[config.mk]
export PLATFORM = sky130hd
export DESIGN_NAME = piso_byte_tx
export DESIGN_NICKNAME = d
export VERILOG_FILES = /design/src/rtl/piso_byte_tx_pkg.sv /design/src/rtl/piso_shift_reg.sv /design/src/rtl/piso_byte_tx.sv
export SDC_FILE = /design/constraint.sdc
export NUM_CORES = 1
export LEC_CHECK = 0
export ABC_AREA = 1
export CAP_MARGIN = 20
export CORE_MARGIN = 3
export CORE_UTILIZATION = 64
export CTS_CLUSTER_DIAMETER = 120
export DETAILED_ROUTE_END_ITERATION = 16
export DONT_BUFFER_PORTS = 1
export GPL_ROUTABILITY_DRIVEN = 0
export PLACE_DENSITY = 0.89
export SLEW_MARGIN = 25
export SYNTH_ARGS = -nofsm -noshare
export SYNTH_HDL_FRONTEND = slang
export SYNTH_SLANG_ARGS = --single-unit
[constraint.sdc]
create_clock -name i_clk -period 2.1 [get_ports i_clk]
set_input_delay 0.21 -clock i_clk [delete_from_list [all_inputs] [get_ports i_clk]]
set_output_delay 0.21 -clock i_clk [all_outputs]
set_load 0.01 [all_outputs]
[src/rtl/piso_byte_tx_pkg.sv]
// Shared defaults and FSM encoding for the parallel-in serial-out byte transmitter.
package piso_byte_tx_pkg;

  localparam int unsigned DefWidth   = 8;
  localparam logic        DefIdleLvl = 1'b0;

  typedef enum logic {
    StIdle  = 1'b0,
    StShift = 1'b1
  } state_e;

endpackage

[src/rtl/piso_shift_reg.sv]
// Loadable left-shift register; the MSB is the serial output bit.
module piso_shift_reg #(
  parameter int unsigned Width = 8
) (
  input  logic             clk_i,
  input  logic             rst_ni,
  input  logic             load_i,
  input  logic             shift_i,
  input  logic [Width-1:0] data_i,
  output logic             msb_o
);

  logic [Width-1:0] sreg_q;

  always_ff @(posedge clk_i or negedge rst_ni) begin
    if (!rst_ni) begin
      sreg_q <= '0;
    end else if (load_i) begin
      sreg_q <= data_i;
    end else if (shift_i) begin
      sreg_q <= {sreg_q[Width-2:0], 1'b0};
    end
  end

  assign msb_o = sreg_q[Width-1];

endmodule

[src/rtl/piso_byte_tx.sv]
// Byte serialiser with a one-entry hold register so consecutive frames leave the line
// without gap cycles; o_done marks when a downstream SIPO holds the complete byte.
module piso_byte_tx
  import piso_byte_tx_pkg::*;
#(
  parameter int unsigned WIDTH    = DefWidth,
  parameter logic        IDLE_LVL = DefIdleLvl
) (
  input  logic             i_clk,
  input  logic             i_rst,
  input  logic [WIDTH-1:0] i_data,
  input  logic             i_valid,
  output logic             o_ready,
  output logic             o_SD,
  output logic             o_busy,
  output logic             o_done
);

  localparam int unsigned     CntW   = $clog2(WIDTH);
  localparam logic [CntW-1:0] CntMax = CntW'(WIDTH - 1);

  state_e           state_q, state_d;
  logic [CntW-1:0]  cnt_q, cnt_d;
  logic [WIDTH-1:0] hold_q, hold_d;
  logic             hold_full_q, hold_full_d;
  logic             ready_q, ready_d;
  logic             done_q, done_d;
  logic             accept, last_bit, transfer;
  logic             load, shift;
  logic             msb;

  always_comb begin
    state_d     = state_q;
    cnt_d       = cnt_q;
    hold_d      = hold_q;
    hold_full_d = hold_full_q;
    load        = 1'b0;
    shift       = 1'b0;

    accept   = i_valid & ready_q;
    last_bit = (state_q == StShift) && (cnt_q == CntMax);
    // A held byte moves to the shifter when the line is free or the last bit is leaving.
    transfer = hold_full_q && ((state_q == StIdle) || last_bit);

    if (accept) begin
      hold_d      = i_data;
      hold_full_d = 1'b1;
    end else if (transfer) begin
      hold_full_d = 1'b0;
    end

    if (transfer) begin
      load    = 1'b1;
      cnt_d   = '0;
      state_d = StShift;
    end else if (state_q == StShift) begin
      shift = 1'b1;
      cnt_d = cnt_q + 1'b1;
      if (last_bit) begin
        state_d = StIdle;
      end
    end

    ready_d = ~hold_full_d;
    done_d  = last_bit;
  end

  always_ff @(posedge i_clk or negedge i_rst) begin
    if (!i_rst) begin
      state_q     <= StIdle;
      cnt_q       <= '0;
      hold_q      <= '0;
      hold_full_q <= 1'b0;
      ready_q     <= 1'b0;
      done_q      <= 1'b0;
    end else begin
      state_q     <= state_d;
      cnt_q       <= cnt_d;
      hold_q      <= hold_d;
      hold_full_q <= hold_full_d;
      ready_q     <= ready_d;
      done_q      <= done_d;
    end
  end

  piso_shift_reg #(
    .Width (WIDTH)
  ) u_shift_reg (
    .clk_i   (i_clk),
    .rst_ni  (i_rst),
    .load_i  (load),
    .shift_i (shift),
    .data_i  (hold_q),
    .msb_o   (msb)
  );

  assign o_SD    = (state_q == StShift) ? msb : IDLE_LVL;
  assign o_busy  = (state_q == StShift);
  assign o_ready = ready_q;
  assign o_done  = done_q;

endmodule
==> impl_results.md <==
- Status: complete, no violations
- Register area share after synthesis: 0.539
- Area delta synth->final: 1.29%
- Clock tree sinks: 23
- Die height: approximately 47 um
- Total number of vias: about 720
- Worst hold path type: primary input to flip-flop
- Final WL: between 1500 and 2000 um
- Reg power frac: 0.560
- Req. time, crit path: 2.31 ns
- Number of global-route vias before repair: roughly 640
- Relative slew margins: 0.671
- Worst Max-Slew Pin Slew: 0.494 ns
- Core ar.: between 1500 and 2000 sq um
- Layout cells sized above 1: 0.0732
- Hold_sp: i_data[5]
- Asr flop ratio synth: 1.00
- PwrDens: roughly 1300 nW/um^2
- CP Launch Type: flip-flop
- Synth Cell Area: around 1100 sq um
- First-pass detailed-route iteration total: 4
- CTS tree: yes
- First-pass GRT wire length: roughly 2700 um
- Full die area: ~2200 sq um
- CTS buffer count: 3
- Residual DRC count: 0
- Leakage power: roughly 0.60 nW
- Vias/cell: between 5 and 6
- CTS Buffer Depth: 2
- Worst-path clk slew: 0.11 ns
- IO Port Bufs: 0
- Final slew viol count: 0
- H-tree depth: 1
- I/O pins: 15
- Post-DRT Antenna Nets: 0
- Synth Instances: about 120
- Total grt overflow: 0
- Commonest non-fill, non-tap cells in the layout: nand2_1, nand3_1, dfrtp_1, inv_1, nor2_1
- Hold Crit Depth: 2
- Ys flop type: dfrtp_1
- Crit Path Max Fanout: 10
- Crit Path Class: flip-flop to flip-flop
- Worst-case reg-to-reg path depth: 8
- Diodes inserted: 0
- Net count after synthesis: 135
- GRT Total Usage: 0.176
- Rows: 14
- Setup violators final: 0
- Crit end category: flip-flop
- Skew-Pair Late Insertion Delay: 0.31 ns
- Die width: 46.8 um
- Reg-to-Reg Start: cnt_q[0]$_DFFE_PN0P_
- Syn. warnings: 0
- DP Area: between 1000 and 1500 sq um
- Worst Path Arrival: approximately 1.6 ns
- R2r endpoint: u_shift_reg.sreg_q[0]$_DFFE_PN0P_
- Clk Tree Root Cell: clkbuf_4
- Synthesized area per cell: roughly 8.7 sq um
- Fin Setup TNS: 0 ns
- Routed length per instance: roughly 12 um
- Final period util: 0.681
- Synth Register Bits: 23
- Worst vdd ir: ~0.95 mV
- Max cap viols: 0
- Finished Core Util: 0.701
- Final hold vios: 0
- Initial DRC count: 14
- Post-synth EDFFs: 0
- Fmax: between 600 and 700 MHz
- Sw Ratio: 0.394
- Distinct cell type count after synthesis: 14
- Post-CTS setup buffer count: 0
- Largest net degree at the start of global routing: 24
- Minimum clock period: roughly 1.4 ns
- FILL cells: 131
- Final Cell Area: about 1100 sq um
- Antenna violations before repair: 0
- Worst R2R Setup Slack: ~0.67 ns
- Post-DP HPWL: 1210 um
- Clk_skew: 0.00241 ns
- Power share of the combinational group: 0.302
- Leading cell type in the layout, fill and taps excluded: nand2_1
- Nets: about 140
- Worst Hold End: hold_q[5]$_DFFE_PN0P_
- RSZ-0062 raised after global routing: no
- Internal power: between 800 and 900 uW
- Initial Util: 0.692
- Clock network power share: 0.138
- NetSw: 567 uW
cell usage after synthesis, types with 2 or more instances:
master,number,share of area
buf_2,2,0.0094
nor2_1,7,0.025
buf_6,2,0.021
dfrtp_1,23,0.54
inv_1,14,0.049
nand2_1,41,0.14
nand3_1,24,0.11
ha_1,2,0.023
nand2_4,2,0.021
flip-flops by register name, indices dropped and copies added, names as in the netlist:
name	cells
o_done	1
cnt_q	3
hold_q	8
o_busy	1
hold_full_q	1
o_ready	1
u_shift_reg.sreg_q	8
cell type report:
| type | instances | area (sq um) | share of cell area |
|---|---|---|---|
| Timing Repair Buffer | 2 | 15.0 | 0.0139 |
| Sequential cell | 23 | 576 | 0.532 |
| Multi-Input combinational cell | 80 | 392 | 0.362 |
| Inverter | 14 | 52.6 | 0.0486 |
| Clock buffer | 4 | 26.3 | 0.0243 |
| Tap cell | 16 | 20.0 | 0.0185 |
how the worst max path moves through the flow:
stage | startpoint | to | slack [ns] | depth (start not counted)
global placement | cnt_q[0]$_DFFE_PN0P_ | u_shift_reg.sreg_q[0]$_DFFE_PN0P_ | 0.75 | 8
CTS | cnt_q[0]$_DFFE_PN0P_ | u_shift_reg.sreg_q[0]$_DFFE_PN0P_ | 0.67 | 8
floorplan | cnt_q[0]$_DFFE_PN0P_ | u_shift_reg.sreg_q[0]$_DFFE_PN0P_ | 0.83 | 8
finish | cnt_q[0]$_DFFE_PN0P_ | u_shift_reg.sreg_q[0]$_DFFE_PN0P_ | 0.67 | 8
detailed placement | cnt_q[0]$_DFFE_PN0P_ | u_shift_reg.sreg_q[0]$_DFFE_PN0P_ | 0.69 | 8
global route | cnt_q[0]$_DFFE_PN0P_ | cnt_q[0]$_DFFE_PN0P_ | 0.58 | 7
per-layer routing:
layer,track usage,vias up,share of wire
met1,0.244,317,0.48
met3,0.0345,3,0.061
li1,-,379,-
met5,0,-,0
met4,0.0994,0,0.020
met2,0.257,23,0.44
power by group through the flow:
stage          Combinational [mW]  Sequential, mW  Clock (mW)
2_1_floorplan               0.466           0.719           0
3_3_place_gp                0.405           0.807           0
3_5_place_dp                0.430           0.818           0
4_1_cts                     0.442           0.809       0.204
5_1_grt                     0.513           0.831       0.234
6_report                    0.435           0.807       0.198
metrics by stage:
step                cells  hold slack (ns)  power, mW  setup WS (ns)
finish                139           0.0282       1.44          0.671
global route          139           0.0134       1.58          0.576
CTS                   138           0.0242       1.46          0.669
detailed placement    133          -0.0851       1.25          0.689
global placement      133          -0.0851       1.21          0.750
floorplan             122          -0.0856       1.19          0.829
critical path: stages, from the launching register on:
cell and delay (ns):
dfrtp_1 0.41, ha_1 0.21, ha_1 0.20, inv_1 0.09, nand2_4 0.10, nand2_4 0.15, inv_1 0.08, nand2_1 0.06
nand2_1 0.04
cell families after synthesis:
kind of cell               count (synthesis)  share of synthesized area
AOI/OAI and AO/OA                          1                    0.00821
and+or+nand+nor                           76                      0.327
DFF                                       23                      0.539
xor gates and xnor gates                   1                    0.00821
adders and majority gates                  2                     0.0234
buffers and inverters                     19                     0.0938
what timing repair did:
action | in CTS | in global routing
hold endpoints to repair | 23 | 23
hold buffers | 1 | 1
endpoints found under the setup margin | 0 | 0
gates resized for setup | 0 | 0
No activity file was read; power rests on OpenSTA's default activity.
